===== config.mk =====
export PLATFORM = sky130hd
export DESIGN_NAME = bcd2bin
export DESIGN_NICKNAME = d
export VERILOG_FILES = /design/src/rtl/bcd2bin.sv
export SDC_FILE = /design/constraint.sdc
export NUM_CORES = 1
export LEC_CHECK = 0
export ABC_AREA = 1
export CAP_MARGIN = 20
export CELL_PAD_IN_SITES_DETAIL_PLACEMENT = 0
export CELL_PAD_IN_SITES_GLOBAL_PLACEMENT = 2
export CORE_ASPECT_RATIO = 0.5
export CORE_MARGIN = 4
export CORE_UTILIZATION = 26
export DETAILED_ROUTE_END_ITERATION = 10
export PLACE_DENSITY_LB_ADDON = 0.1
export SYNTH_ARGS = -nofsm -noshare
export SYNTH_HDL_FRONTEND = slang
export SYNTH_SLANG_ARGS = --single-unit
export TNS_END_PERCENT = 5

===== constraint.sdc =====
create_clock -name clk -period 1.2 [get_ports clk]
set_clock_uncertainty 0.1 [all_clocks]
set_input_delay 0.36 -clock clk [delete_from_list [all_inputs] [get_ports clk]]
set_output_delay 0.36 -clock clk [all_outputs]
set_load 0.05 [all_outputs]

===== src/rtl/bcd2bin.sv =====
// bcd2bin: converts four packed BCD digits (0000-9999) into a 14-bit binary
// value. It uses an iterative reverse double-dabble: 14 cycles of
// "shift right, then subtract 3 from every digit >= 8".
// Digits above 9 are rejected in one cycle, with err=1 and bin=0.
// The start/ready/done_tick handshake is the same as on bin2bcd.
module bcd2bin (
   input  logic        clk,
   input  logic        reset,
   input  logic        start,
   input  logic [3:0]  bcd3,
   input  logic [3:0]  bcd2,
   input  logic [3:0]  bcd1,
   input  logic [3:0]  bcd0,
   output logic [13:0] bin,
   output logic        err,
   output logic        ready,
   output logic        done_tick
);

   typedef enum logic [1:0] {
      IDLE = 2'd0,
      OP   = 2'd1,
      DONE = 2'd2
   } state_t;

   state_t      state_q, state_d;
   logic [15:0] bcd_q, bcd_d;
   logic [13:0] bin_q, bin_d;
   logic [3:0]  n_q, n_d;
   logic        err_q, err_d;
   logic        bad_digit;

   // Undo the doubling carry: a digit that reads >= 8 after a right shift
   // picked up 10/2 = 5 from the digit above, so it must be reduced by 3.
   function automatic logic [15:0] fix_digits(input logic [15:0] v);
      logic [15:0] r;
      logic [3:0]  d;
      r = v;
      for (int i = 0; i < 4; i++) begin
         d = v[4*i +: 4];
         if (d >= 4'd8) begin
            d = d - 4'd3;
         end
         r[4*i +: 4] = d;
      end
      return r;
   endfunction

   assign bad_digit = (bcd3 > 4'd9) || (bcd2 > 4'd9) ||
                      (bcd1 > 4'd9) || (bcd0 > 4'd9);

   // State and datapath registers; the reset returns everything to idle and clears it.
   always_ff @(posedge clk) begin
      if (!reset) begin
         state_q <= IDLE;
         bcd_q   <= '0;
         bin_q   <= '0;
         n_q     <= '0;
         err_q   <= 1'b0;
      end else begin
         state_q <= state_d;
         bcd_q   <= bcd_d;
         bin_q   <= bin_d;
         n_q     <= n_d;
         err_q   <= err_d;
      end
   end

   // Next-state logic: accept and validate a request, iterate, then report.
   always_comb begin
      state_d = state_q;
      bcd_d   = bcd_q;
      bin_d   = bin_q;
      n_d     = n_q;
      err_d   = err_q;
      unique case (state_q)
         IDLE: begin
            if (start) begin
               err_d = 1'b0;
               bin_d = '0;
               if (bad_digit) begin
                  err_d   = 1'b1;
                  state_d = DONE;
               end else begin
                  bcd_d   = {bcd3, bcd2, bcd1, bcd0};
                  n_d     = 4'd14;
                  state_d = OP;
               end
            end
         end
         OP: begin
            // Shift {bcd, bin} right by one; the bcd LSB moves into the bin MSB.
            bin_d = {bcd_q[0], bin_q[13:1]};
            bcd_d = fix_digits({1'b0, bcd_q[15:1]});
            n_d   = n_q - 4'd1;
            if (n_q == 4'd1) begin
               state_d = DONE;
            end
         end
         DONE: begin
            state_d = IDLE;
         end
         default: begin
            state_d = IDLE;
         end
      endcase
   end

   assign bin       = bin_q;
   assign err       = err_q;
   assign ready     = (state_q == IDLE);
   assign done_tick = (state_q == DONE);

endmodule


Yosys cells after proc, flatten, opt, wreduce, memory -nomap -nowiden
Cells that the tools add are included.
W data, S select, Z words.
- reduce and logical (&&, ||, !) cells: 9
- eq/ne operators: 6
- add/sub/neg operators: 4
- multiplexer cells: 16
- $lt $le $gt $ge: 7
- operator list (cell ; number):
    $mux W16 ; 2
    $pmux W16 S2 ; 1
    $pmux W14 S2 ; 1
    $mux W4 ; 5
    $gt A4 B4 Y1 const B ; 4
    $mux W14 ; 1
    $ge A4 B4 Y1 const B ; 3
    $sub A4 B2 Y4 const B ; 3
    $pmux W4 S2 ; 1
    $mux W2 ; 3
    $ne A2 B2 Y1 const B ; 3
    $reduce_and A2 Y1 ; 3
    $eq A4 B1 Y1 const B ; 1
    $pmux W2 S2 ; 1
    $sub A4 B1 Y4 const B ; 1
    $logic_or A1 B1 Y1 ; 3
    $reduce_and A3 Y1 ; 1
    $eq A2 B1 Y1 const B ; 1
    $eq A2 B2 Y1 const B ; 1
    $logic_not A2 Y1 ; 1
    $reduce_bool A2 Y1 ; 1
    $mux W1 ; 1
- input bits: 19
- register bits after elaboration: 37
- logic and storage cells: 47

Longest topological paths before layout
Gate-level depths: netlist of the first run.
- depth after elaboration: 7
- mapped depth: 10
- gate-level depth less buffers: 9

Worst setup path before layout of the first run
Ideal clock, no wire load.
- path type: register -> output
- start point: register state_q[1]
- end point: output done_tick
- path slack: -0.355 ns
- arrival time: 1.095 ns
- path buffers: 0
- required time: 0.740 ns
- stages on the path, launching flop included: 3
- cells stage by stage: dfxtp_1 > inv_1 > nor2_1
- word-level cells in the longest chain between the ends: 1
- ends and longest elaborated chain (element ; line ; text):
    from (decl) ; 26 ; state_t state_q, state_d;
    from (signal assigned) ; 61 ; state_q <= state_d;
    $eq A2 B2 Y1 ; 112 ; assign done_tick = (state_q == DONE);
    to (decl) ; 17 ; output logic done_tick
Every way passes these cells.

Worst setup path in the final report of the first run
Same ends and word-level chain as after synthesis.

==> summary.md, run 1 <==
| Metric | Value |
|---|---|
| Clock Pin Slew Worst Setup and Hold Paths | 60 ps |
| Clock Sink Count | 37 |
| Hold Path End | bcd_q[1] |
| Syn Std Cell Area | 2020 sq um |
| Setup violation total in the final timing report | 38 |
| Multi-input gate area | 1140 sq um |
| Die X | roughly 130 um |
| Achievable Freq | approximately 660 MHz |
| Hold-fix buffers, CTS | 0 |
| Most common cell after layout, fill and taps aside | nand2_1 |
| R2r setup slk | -150 ps |
| PwrDens | 1100 nW/um^2 |
| Starting Density | 0.271 |
| Initial antenna violation count | 0 |
| Hold_sp | bcd0[1] |
| Commonest cells after routing, fill and taps aside | nand2_1 (75), buf_4 (38), nor2_1 (35), a21oi_1 (23), nand3_1 (19) |
| Fin. Hold Viols | 0 |
| # DRC | 0 |
| Reg2reg start | bcd_q[5] |
| Critical Path Fanout Max | 2 |
| Final worst-path setup slack | -314 ps |
| Row cnt | 22 |
| Post-DP HPWL | roughly 4.0 mm |
| CP peak stage delay | around 360 ps |
| WP data required | approximately 740 ps |
| GP Congestion | slightly above 0.8 |
| Fin Hold WS | roughly 340 ps |
| CTS max path bufs | 2 |
| Slew HR | 0.823 |
| Post-synth cell types | 32 |
| H-tree levels | 2 |
| DR pass1 iterations | 4 |
| Final ANT Viol Nets | 0 |
| Fin. max-slew vios | 0 |
| CTS root buf | clkbuf_16 |
| Fillers | 769 |
| Vias in the first global route | approximately 1.9k |
| FF-to-FF End | bcd_q[5] |
| Die Footprint | 9310 sq um |
| Total gr overflow | 0 |
| Delay-heaviest family, CP | flip-flops |
| Routed vias | 1,976 |
| Inserted Clock Buffers | 5 |
| Buf/Inv on CP | 3 |
| Register Area | approximately 800 sq um |
| Post-place setup slack | -837 ps |
| DRT iter0 DRCs | 110 |
| Slew at the pin closest to its max-slew limit | 265 ps |
| WHS Path Cells | 5 |
| R2R cell count | 8 |
| Die H | ~70 um |
| All-Layer GR Usage | 0.125 |
| RSZ-0062 raised after global routing | true |
| Area delta synth->final | 56.9% |
| First-pass GRT wire length | about 9.3 mm |
| Layout cells sized above 1 | 0.369 |
| CTS tree | built |
| Ports | 36 |
| Period utilization | 1.26 |
| Vias per Instance | roughly 4.4 |
| Static leakage | ~1.4 nW |
| Worst Hold Class | input pin to flip-flop |
| PortBufs | 35 |
| DR WL/cell | ~12 um |
| Worst-path cell chain | inv_2 > buf_4 > nor2_4 > buf_12 |
| Min Tclk post-route | ~1500 ps |
| Syn_nets | approximately 310 |
| Post-Route WL | ~5.4 mm |
| Worst path slowest cell | dfxtp_2 |
| Synth Instances | about 290 |
| Failing checks | negative setup slack |
| Core Area | about 7400 sq um |
| WS Path Type | flip-flop to output pin |
| Antenna diode count | 0 |
| Clock latency on the worst-skew pair | between 200 and 300 ps |
| Max Cap Violations | 0 |
| Worst Setup End Kind | output pin |
| Syn Area/Cell | 7.02 sq um |
| Largest net degree at the start of global routing | 18 |
| FF+latch count, synth | 37 |
| Synthesis warning total | 0 |
| Status | finished, violations left |
| Max IR drop VDD | between 0.4 and 0.5 mV |
| Type of origin of the critical path | flip-flop |
| Final nets | roughly 380 |
| Crit path DAT | approximately 1100 ps |
| Setup TNS | -2600 ps |
| Register area share after synthesis | 0.367 |
==> where the power goes <==
| group | switching [mW] | internal (mW) |
|---|---|---|
| Sequential | 0.0595 | 1.28 |
| Combinational | 0.449 | 0.398 |
| Clock | 0.529 | 0.772 |
| Total | 1.04 | 2.45 |
==> cells by family (layout without fill, tap and decap cells) <==
kind of cell,after synthesis,count (layout),share of synthesized area
AND/OR/NAND/NOR,153,153,0.334
flip-flops,37,37,0.367
buffers and inverters,42,113,0.107
AO/OA/AOI/OAI,41,41,0.114
multiplexers,3,3,0.0149
XOR/XNOR,3,3,0.0130
adder cells (fa/ha/maj),8,8,0.0497
==> synth_stat cells <==
master | count | area, sq um
a21oi_1 | 23 | 115
buf_1 | 1 | 3.75
a31oi_1 | 1 | 6.26
nor2_4 | 1 | 11.3
nand4_1 | 1 | 6.26
clkbuf_1 | 4 | 15.0
nand3_1 | 20 | 100
inv_4 | 1 | 6.26
dfxtp_1 | 37 | 741
o21ai_2 | 1 | 8.76
nor4_1 | 1 | 6.26
buf_8 | 1 | 15.0
clkbuf_2 | 1 | 5.00
a21oi_2 | 1 | 8.76
a21boi_0 | 3 | 22.5
nor2_1 | 43 | 161
nand3b_1 | 3 | 22.5
nor2_2 | 1 | 6.26
inv_2 | 2 | 7.51
buf_2 | 2 | 10.0
inv_1 | 23 | 86.3
mux2i_1 | 3 | 30.0
or2_2 | 1 | 6.26
ha_1 | 8 | 100
o21ai_0 | 8 | 40.0
nand2_4 | 6 | 67.6
o21a_1 | 3 | 22.5
buf_4 | 3 | 22.5
xor2_1 | 3 | 26.3
nand2_1 | 76 | 285
buf_6 | 4 | 45.0
o21ai_1 | 1 | 5.00
==> how the worst max path moves through the flow <==
stage          startpoint        end  slack [ps]  cells past startpoint
2_1_floorplan  state_q[0]     n_q[0]        -250                      7
3_3_place_gp      bcd1[2]  bcd_q[15]        -830                      9
3_5_place_dp      bcd1[2]  bcd_q[15]        -840                      9
4_1_cts        state_q[1]  done_tick        -340                      4
5_1_grt        state_q[1]  done_tick        -370                      4
6_report       state_q[1]  done_tick        -310                      4
==> metrics by stage <==
stage                     instance area [sq um]  utilization  std cells  power (mW)
after global placement                     2880        0.388        445        2.19
final                                      3160        0.425        454        3.49
after detailed placement                   2880        0.388        445        2.20
after CTS                                  3110        0.418        454        3.56
after floorplan                            2020            -        287        1.85
after global routing                       3160        0.425        454        3.71
==> cell type report <==
type,count,area share
Multi-Input combinational cell,208,0.360
Clock inverter,3,0.00712
Tap cell,96,0.0380
Clock buffer,5,0.0396
Inverter,26,0.0348
Sequential cell,37,0.252
Timing Repair Buffer,79,0.268
==> state kept, by name (all words and copies together) (netlist names) <==
| register | flops |
|---|---|
| state_q | 2 |
| err | 1 |
| bin | 14 |
| bcd_q | 16 |
| n_q | 4 |
==> worst reg2reg max path, stage by stage, from the launching register on <==
cell and delay (ps):
dfxtp_2 320, inv_1 50, ha_1 290, nand2_1 60
o21ai_0 80, mux2i_1 170, nand3_1 90, nand2_1 60
nor2_1 30
==> metal layers <==
layer	wire, um	global-route usage
met1	2660	0.159
met2	2440	0.195
met3	295	0.0489
met4	61	0.0380
met5	0	0
==> repair_timing <==
item	CTS	global route
pin swaps	20	0
setup buffers	1	0
gates resized for setup	95	19
setup endpoints to repair	54	54
No activity file was read; power rests on OpenSTA's default activity.
==> inputs of run 2 (changes only) <==
--- a/config.mk
+++ b/config.mk
@@ -6,12 +6,12 @@
 export NUM_CORES = 1
 export LEC_CHECK = 0
 export ABC_AREA = 1
-export CAP_MARGIN = 20
+export CAP_MARGIN = 30
 export CELL_PAD_IN_SITES_DETAIL_PLACEMENT = 0
 export CELL_PAD_IN_SITES_GLOBAL_PLACEMENT = 2
 export CORE_ASPECT_RATIO = 0.5
-export CORE_MARGIN = 4
 export CORE_UTILIZATION = 26
+export CTS_CLUSTER_SIZE = 25
 export DETAILED_ROUTE_END_ITERATION = 10
 export PLACE_DENSITY_LB_ADDON = 0.1
 export SYNTH_ARGS = -nofsm -noshare
==> run 2 against run 1 <==
Effect of this change:
- the flow still finishes with violations (negative setup slack)
- final cell count rose by 0.88%
- combinational power rose by 11%
- sequential share of layout area fell by 1.9 points
- register-to-register slack got worse by 70 ps
- highest routed layer unchanged
- via count rose by 1.7%
- worst setup slack improved by 32 ps
- cell area rose by 7.3%
- utilization rose by 3.3 points
- routed wire length rose by 3.4%
- sequential power barely moved
- first-iteration DRC count fell by 65%
- fmax rose by 2.2%
==> summary.md, run 2 (synthesis gave the netlist of run 1 again) <==
| Metric | Value |
|---|---|
| WS Path Type | flip-flop to output pin (unchanged) |
| R2R cell count | 8 (unchanged) |
| Commonest cells after routing, fill and taps aside | nand2_1 (74), nor2_1 (38), buf_4 (32), inv_1 (21), buf_12 (21) (was nand2_1 (75), buf_4 (38), nor2_1 (35), a21oi_1 (23), nand3_1 (19)) |
| Placed inst area | 2900 sq um (was 2880 sq um) |
| Final worst-path setup slack | -282 ps (was -314 ps) |
| Max IR drop VDD | 0.598 mV (was 0.438 mV) |
| Period utilization | 1.23 (was 1.26) |
| Final nets | 388 (was 384) |
| Logic gate share of total power | 0.235 (was 0.243) |
| H-tree levels | 2 (unchanged) |
| GP Congestion | 0.838 (was 0.812) |
| Type of origin of the critical path | flip-flop (unchanged) |
| Final instance area | 3390 sq um (was 3160 sq um) |
| Die H | 64.3 um (was 70.3 um) |
| Largest Register | bcd_q (unchanged) |
| Worst Setup End Kind | output pin (unchanged) |
| Ports | 36 (unchanged) |
| First-pass GRT wire length | 9.52 mm (was 9.32 mm) |
| Antenna diode count | 0 (unchanged) |
| Critical Path Fanout Max | 3 (was 2) |
| WP data required | 740 ps (about the same) |
| Psw | 1.06 mW (was 1.04 mW) |
| Core Area | 7400 sq um (was 7430 sq um) |
| Crit path DAT | 1020 ps (was 1050 ps) |
| Fin. max-slew vios | 0 (unchanged) |
| Sw frac | 0.266 (was 0.298) |
| CTS tree | built (unchanged) |
| Status | finished, violations left (unchanged) |
| Post-DP HPWL | 4.00 mm (was 4.02 mm) |
| Inserted Clock Buffers | 5 (unchanged) |
| Fin. Hold Viols | 0 (unchanged) |
| Clock power share | 0.426 (was 0.373) |
| Fin Hold WS | 359 ps (was 344 ps) |
| # DRC | 0 (unchanged) |
| RSZ-0062 raised after global routing | true (unchanged) |
| Reg2reg start | state_q[1] (was bcd_q[5]) |
| Failing checks | negative setup slack (unchanged) |
| DR pass1 iterations | 4 (unchanged) |
| Final ANT Viol Nets | 0 (unchanged) |
| PwrDens | 1170 nW/um^2 (was 1100 nW/um^2) |
| CTS max path bufs | 2 (unchanged) |
| Area delta synth->final | 68.3% (was 56.9%) |
| Clock Sink Count | 37 (unchanged) |
| Crit. Startpoint | state_q[0] (was state_q[1]) |
| Slew HR | 0.789 (was 0.823) |
| All-Layer GR Usage | 0.152 (was 0.125) |
| Layout cells sized above 1 | 0.359 (was 0.369) |
| Max reg flops | 16 (unchanged) |
| DR WL/cell | 12.3 um (was 12.0 um) |
| Max Cap Violations | 0 (unchanged) |
| DRT iter0 DRCs | 39 (was 110) |
| Most common cell after layout, fill and taps aside | nand2_1 (unchanged) |
| Worst Hold Class | flip-flop to flip-flop (was input pin to flip-flop) |
| Achievable Freq | 675 MHz (was 661 MHz) |
| Starting Density | 0.272 (was 0.271) |
| Largest net degree at the start of global routing | 16 (was 18) |
| Post-Route WL | 5.63 mm (was 5.45 mm) |
| Min Tclk post-route | 1480 ps (was 1510 ps) |
| Setup violation total in the final timing report | 53 (was 38) |
| Die Footprint | 8130 sq um (was 9310 sq um) |
| Row cnt | 22 (unchanged) |
| Total gr overflow | 0 (unchanged) |
| Part of the power in registers | 0.339 (was 0.384) |
| Initial antenna violation count | 0 (unchanged) |
| Clock Pin Slew Worst Setup and Hold Paths | 60 ps (about the same) |
| FF-to-FF End | bcd_q[9] (was bcd_q[5]) |
| P_int | 2.92 mW (was 2.45 mW) |
| Slew at the pin closest to its max-slew limit | 315 ps (was 265 ps) |
| CP endpoint | done_tick (unchanged) |
| PortBufs | 35 (unchanged) |
| CTS root buf | clkbuf_16 (unchanged) |
| Vias in the first global route | 1,925 (was 1,931) |
| Vias per Instance | 4.39 (was 4.35) |
| Setup TNS | -5750 ps (was -2600 ps) |
| Clock latency on the worst-skew pair | 280 ps (about the same) |
| Die X | 127 um (was 133 um) |
| Power Total | 3.98 mW (was 3.49 mW) |
| Static leakage | 1.45 nW (was 1.39 nW) |
| Routed vias | 2,009 (was 1,976) |
| R2r setup slk | -220 ps (was -150 ps) |
==> run 2: routing by layer <==
layer	share of wire	vias to the layer above	GRT usage	wire length (um)
met5	0	-	0	0
met4	0.0062	0	0.0361	35
met3	0.053	4	0.0461	298
met2	0.43	36	0.234	2450
met1	0.51	923	0.205	2850
li1	-	1046	-	-
==> run 2: how the worst min path moves through the flow <==
stage                          from        end  slack (ps)  cells past startpoint
final                     bcd_q[15]  bcd_q[15]         360                      2
after global routing         n_q[2]     n_q[2]         380                      2
after CTS                 bcd_q[15]  bcd_q[15]         360                      2
after detailed placement  bcd_q[15]  bcd_q[15]         350                      2
after global placement    bcd_q[15]  bcd_q[15]         350                      2
after floorplan           bcd_q[15]  bcd_q[15]         340                      2
==> run 2: what timing repair did <==
action                                  CTS  global route
hold buffers                              0             0
endpoints found under the hold margin     0             0
pin swaps                                21            22
gates cloned                              2             0
resized for setup                        78            25
endpoints found under the setup margin   54            54
setup buffers                             5             0
==> run 2: power by group through the flow <==
stage | registers [mW] | logic, mW | clock network, mW
floorplan | 1.38 | 0.466 | 0
global placement | 1.39 | 0.804 | 0
detailed placement | 1.39 | 0.806 | 0
CTS | 1.36 | 0.922 | 1.77
global route | 1.36 | 1.03 | 1.82
finish | 1.35 | 0.937 | 1.69
==> run 2: critical path, stage by stage, from the launching register on <==
cell and delay [ps]:
dfxtp_4 370, buf_6 120, nor2_4 110, buf_12 140
==> run 2: per-stage QoR <==
step | setup slack, ps | instances | util
after floorplan | -247 | 287 | -
after CTS | -316 | 458 | 0.448
after global routing | -330 | 458 | 0.458
after detailed placement | -796 | 443 | 0.392
final | -282 | 458 | 0.458
after global placement | -766 | 443 | 0.392
==> run 2: layout make-up <==
cell class                 count  area (sq um)
clock buffer                   5           125
clock inverter                 3          65.1
fill                         769          4010
inverter                      26           125
multi-input combinational    209          1190
sequential                    37           790
tap                           96           120
timing repair buffer          82           975
==> inputs of run 3 (changes only) <==
--- a/config.mk
+++ b/config.mk
@@ -6,7 +6,6 @@
 export NUM_CORES = 1
 export LEC_CHECK = 0
 export ABC_AREA = 1
-export CAP_MARGIN = 30
 export CELL_PAD_IN_SITES_DETAIL_PLACEMENT = 0
 export CELL_PAD_IN_SITES_GLOBAL_PLACEMENT = 2
 export CORE_ASPECT_RATIO = 0.5
@@ -14,6 +13,7 @@
 export CTS_CLUSTER_SIZE = 25
 export DETAILED_ROUTE_END_ITERATION = 10
 export PLACE_DENSITY_LB_ADDON = 0.1
+export SKIP_CTS_REPAIR_TIMING = 1
 export SYNTH_ARGS = -nofsm -noshare
 export SYNTH_HDL_FRONTEND = slang
 export SYNTH_SLANG_ARGS = --single-unit
==> run 3 against run 2 <==
Effect of this change:
- the run still ends with negative setup slack left
- count of clock-buffer cells in the layout is the same
- power shrank 0.17%
- first-iteration DRC count grew 64%
- sequential power is essentially flat
- critical path depth grew 1
- non-clock buffer count shrank 2
- cell area shrank 0.70%
- final cell count shrank 0.44%
- critical endpoint unchanged
- sequential cell count is the same
- utilization shrank 0.32 points
- register-to-register slack gained 50 ps
- sequential share of layout area grew 0.20 points
==> summary.md, run 3 (synthesis gave the netlist of run 1 again) <==
| Metric | Value |
|---|---|
| Status | finished, violations left (unchanged) |
| Failing checks | negative setup slack (unchanged) |
| WS Path Type | flip-flop to output pin (unchanged) |
| Clock latency on the worst-skew pair | 280 ps (about the same) |
| Sw frac | 0.266 (about the same) |
| Most common cell after layout, fill and taps aside | nand2_1 (unchanged) |
| PortBufs | 35 (unchanged) |
| Area delta synth->final | 67.1% (was 68.3%) |
| Achievable Freq | 670 MHz (was 675 MHz) |
| Largest net degree at the start of global routing | 16 (unchanged) |
| P_int | 2.92 mW (about the same) |
| Clock Pin Slew Worst Setup and Hold Paths | 60 ps (about the same) |
| Period utilization | 1.24 (was 1.23) |
| GP Congestion | 0.838 (unchanged) |
| Hold_sp | bcd3[3] (was bcd_q[15]) |
| PwrDens | 1180 nW/um^2 (was 1170 nW/um^2) |
| R2r setup slk | -170 ps (was -220 ps) |
| Clock Sink Count | 37 (unchanged) |
| Fin. Hold Viols | 0 (unchanged) |
| Crit. Startpoint | state_q[1] (was state_q[0]) |
| Die H | 64.3 um (unchanged) |
| Fin. max-slew vios | 0 (unchanged) |
| Final worst-path setup slack | -293 ps (was -282 ps) |
| Final ANT Viol Nets | 0 (unchanged) |
| Ports | 36 (unchanged) |
| Fin Hold WS | 285 ps (was 359 ps) |
| Max IR drop VDD | 0.607 mV (was 0.598 mV) |
| Final Util | 0.455 (was 0.458) |
| Slew HR | 0.794 (was 0.789) |
| Power Total | 3.97 mW (was 3.98 mW) |
| Layout Cells excl Fill | 456 (was 458) |
| Slew at the pin closest to its max-slew limit | 308 ps (was 315 ps) |
| Total gr overflow | 0 (unchanged) |
| Die X | 127 um (unchanged) |
| RSZ-0062 raised after global routing | true (unchanged) |
| Vias per Instance | 4.42 (was 4.39) |
| Largest Register | bcd_q (unchanged) |
| Dpl cells | 443 (unchanged) |
| Layout cells sized above 1 | 0.356 (was 0.359) |
| DR WL/cell | 12.2 um (was 12.3 um) |
| Logic gate share of total power | 0.234 (was 0.235) |
| Static leakage | 1.54 nW (was 1.45 nW) |
| Worst Setup End Kind | output pin (unchanged) |
| Max Cap Violations | 0 (unchanged) |
| CTS max path bufs | 2 (unchanged) |
| Routed vias | 2,014 (was 2,009) |
| Row cnt | 22 (unchanged) |
| Min Tclk post-route | 1490 ps (was 1480 ps) |
| Final nets | 386 (was 388) |
| Starting Density | 0.272 (unchanged) |
| Critical Path Fanout Max | 2 (was 3) |
| Part of the power in registers | 0.340 (was 0.339) |
| DR pass1 iterations | 4 (unchanged) |
| # DRC | 0 (unchanged) |
| CTS tree | built (unchanged) |
| Type of origin of the critical path | flip-flop (unchanged) |
| Vias in the first global route | 1,835 (was 1,925) |
| Commonest cells after routing, fill and taps aside | nand2_1 (74), nor2_1 (35), buf_4 (31), a21oi_1 (22), buf_12 (21) (was nand2_1 (74), nor2_1 (38), buf_4 (32), inv_1 (21), buf_12 (21)) |
| First-pass GRT wire length | 9.08 mm (was 9.52 mm) |
| Max reg flops | 16 (unchanged) |
| WP data required | 740 ps (about the same) |
| Psw | 1.06 mW (about the same) |
| Reg2reg start | state_q[0] (was state_q[1]) |
| Setup violation total in the final timing report | 54 (was 53) |
| Setup TNS | -5830 ps (was -5750 ps) |
| Die Footprint | 8130 sq um (unchanged) |
| Initial antenna violation count | 0 (unchanged) |
| Post-DP HPWL | 4.00 mm (unchanged) |
| CTS root buf | clkbuf_16 (unchanged) |
| Crit path DAT | 1030 ps (was 1020 ps) |
| All-Layer GR Usage | 0.145 (was 0.152) |
| Post-Route WL | 5.57 mm (was 5.63 mm) |
| Worst Hold Class | input pin to flip-flop (was flip-flop to flip-flop) |
| H-tree levels | 2 (unchanged) |
| Antenna diode count | 0 (unchanged) |
| Inserted Clock Buffers | 5 (unchanged) |
| Clock power share | 0.426 (about the same) |
| Core Area | 7400 sq um (unchanged) |
| DRT iter0 DRCs | 64 (was 39) |
run 3: cell count changes in the layout (fill, tap and decap cells not counted), moves of 4 or more:
cell / before / now
a21oi_1: 17 / 22
dlygate4sd2_1: 4 / 0
a21oi_2: 7 / 2
dlymetal6s2s_1: 0 / 12
clkdlybuf4s15_1: 7 / 0
run 3: routing by layer:
| metal | track usage | vias to the layer above | share of wire |
|---|---|---|---|
| met5 | 0 | - | 0 |
| met4 | 0.0361 | 0 | 0.0065 |
| met3 | 0.0461 | 4 | 0.062 |
| met2 | 0.217 | 36 | 0.44 |
| met1 | 0.198 | 928 | 0.49 |
| li1 | - | 1046 | - |
run 3: area by class of cell:
cell class | count | area (sq um)
Multi-Input combinational cell | 209 | 1170
Sequential cell | 37 | 791
Inverter | 26 | 113
Fill cell | 774 | 4040
Clock inverter | 3 | 65.1
Clock buffer | 5 | 125
Timing Repair Buffer | 80 | 980
Tap cell | 96 | 120
run 3: worst paths after layout:
path / endpoint / cells after the start
setup / recovery: done_tick / 4
hold / removal: bcd_q[15] / 3
hold reg to reg: bcd_q[15] / 2
setup reg to reg: state_q[1] / 6
run 3: worst max-delay path, stage by stage, from the launching register on:
cell,delay [ps]
dfxtp_2,350
inv_2,60
buf_6,110
nor2_4,90
buf_12,140
run 3: per-stage QoR:
| step | cell area, sq um | setup WS, ps |
|---|---|---|
| final | 3370 | -293 |
| after global routing | 3370 | -331 |
| after CTS | 3090 | -503 |
| after detailed placement | 2900 | -796 |
| after global placement | 2900 | -766 |
| after floorplan | 2020 | -247 |
run 3: power by group through the flow:
stage	Clock, mW	Sequential, mW	Combinational [mW]
2_1_floorplan	0	1.38	0.466
3_3_place_gp	0	1.39	0.804
3_5_place_dp	0	1.39	0.806
4_1_cts	1.77	1.37	0.809
5_1_grt	1.83	1.36	1.02
6_report	1.69	1.35	0.930
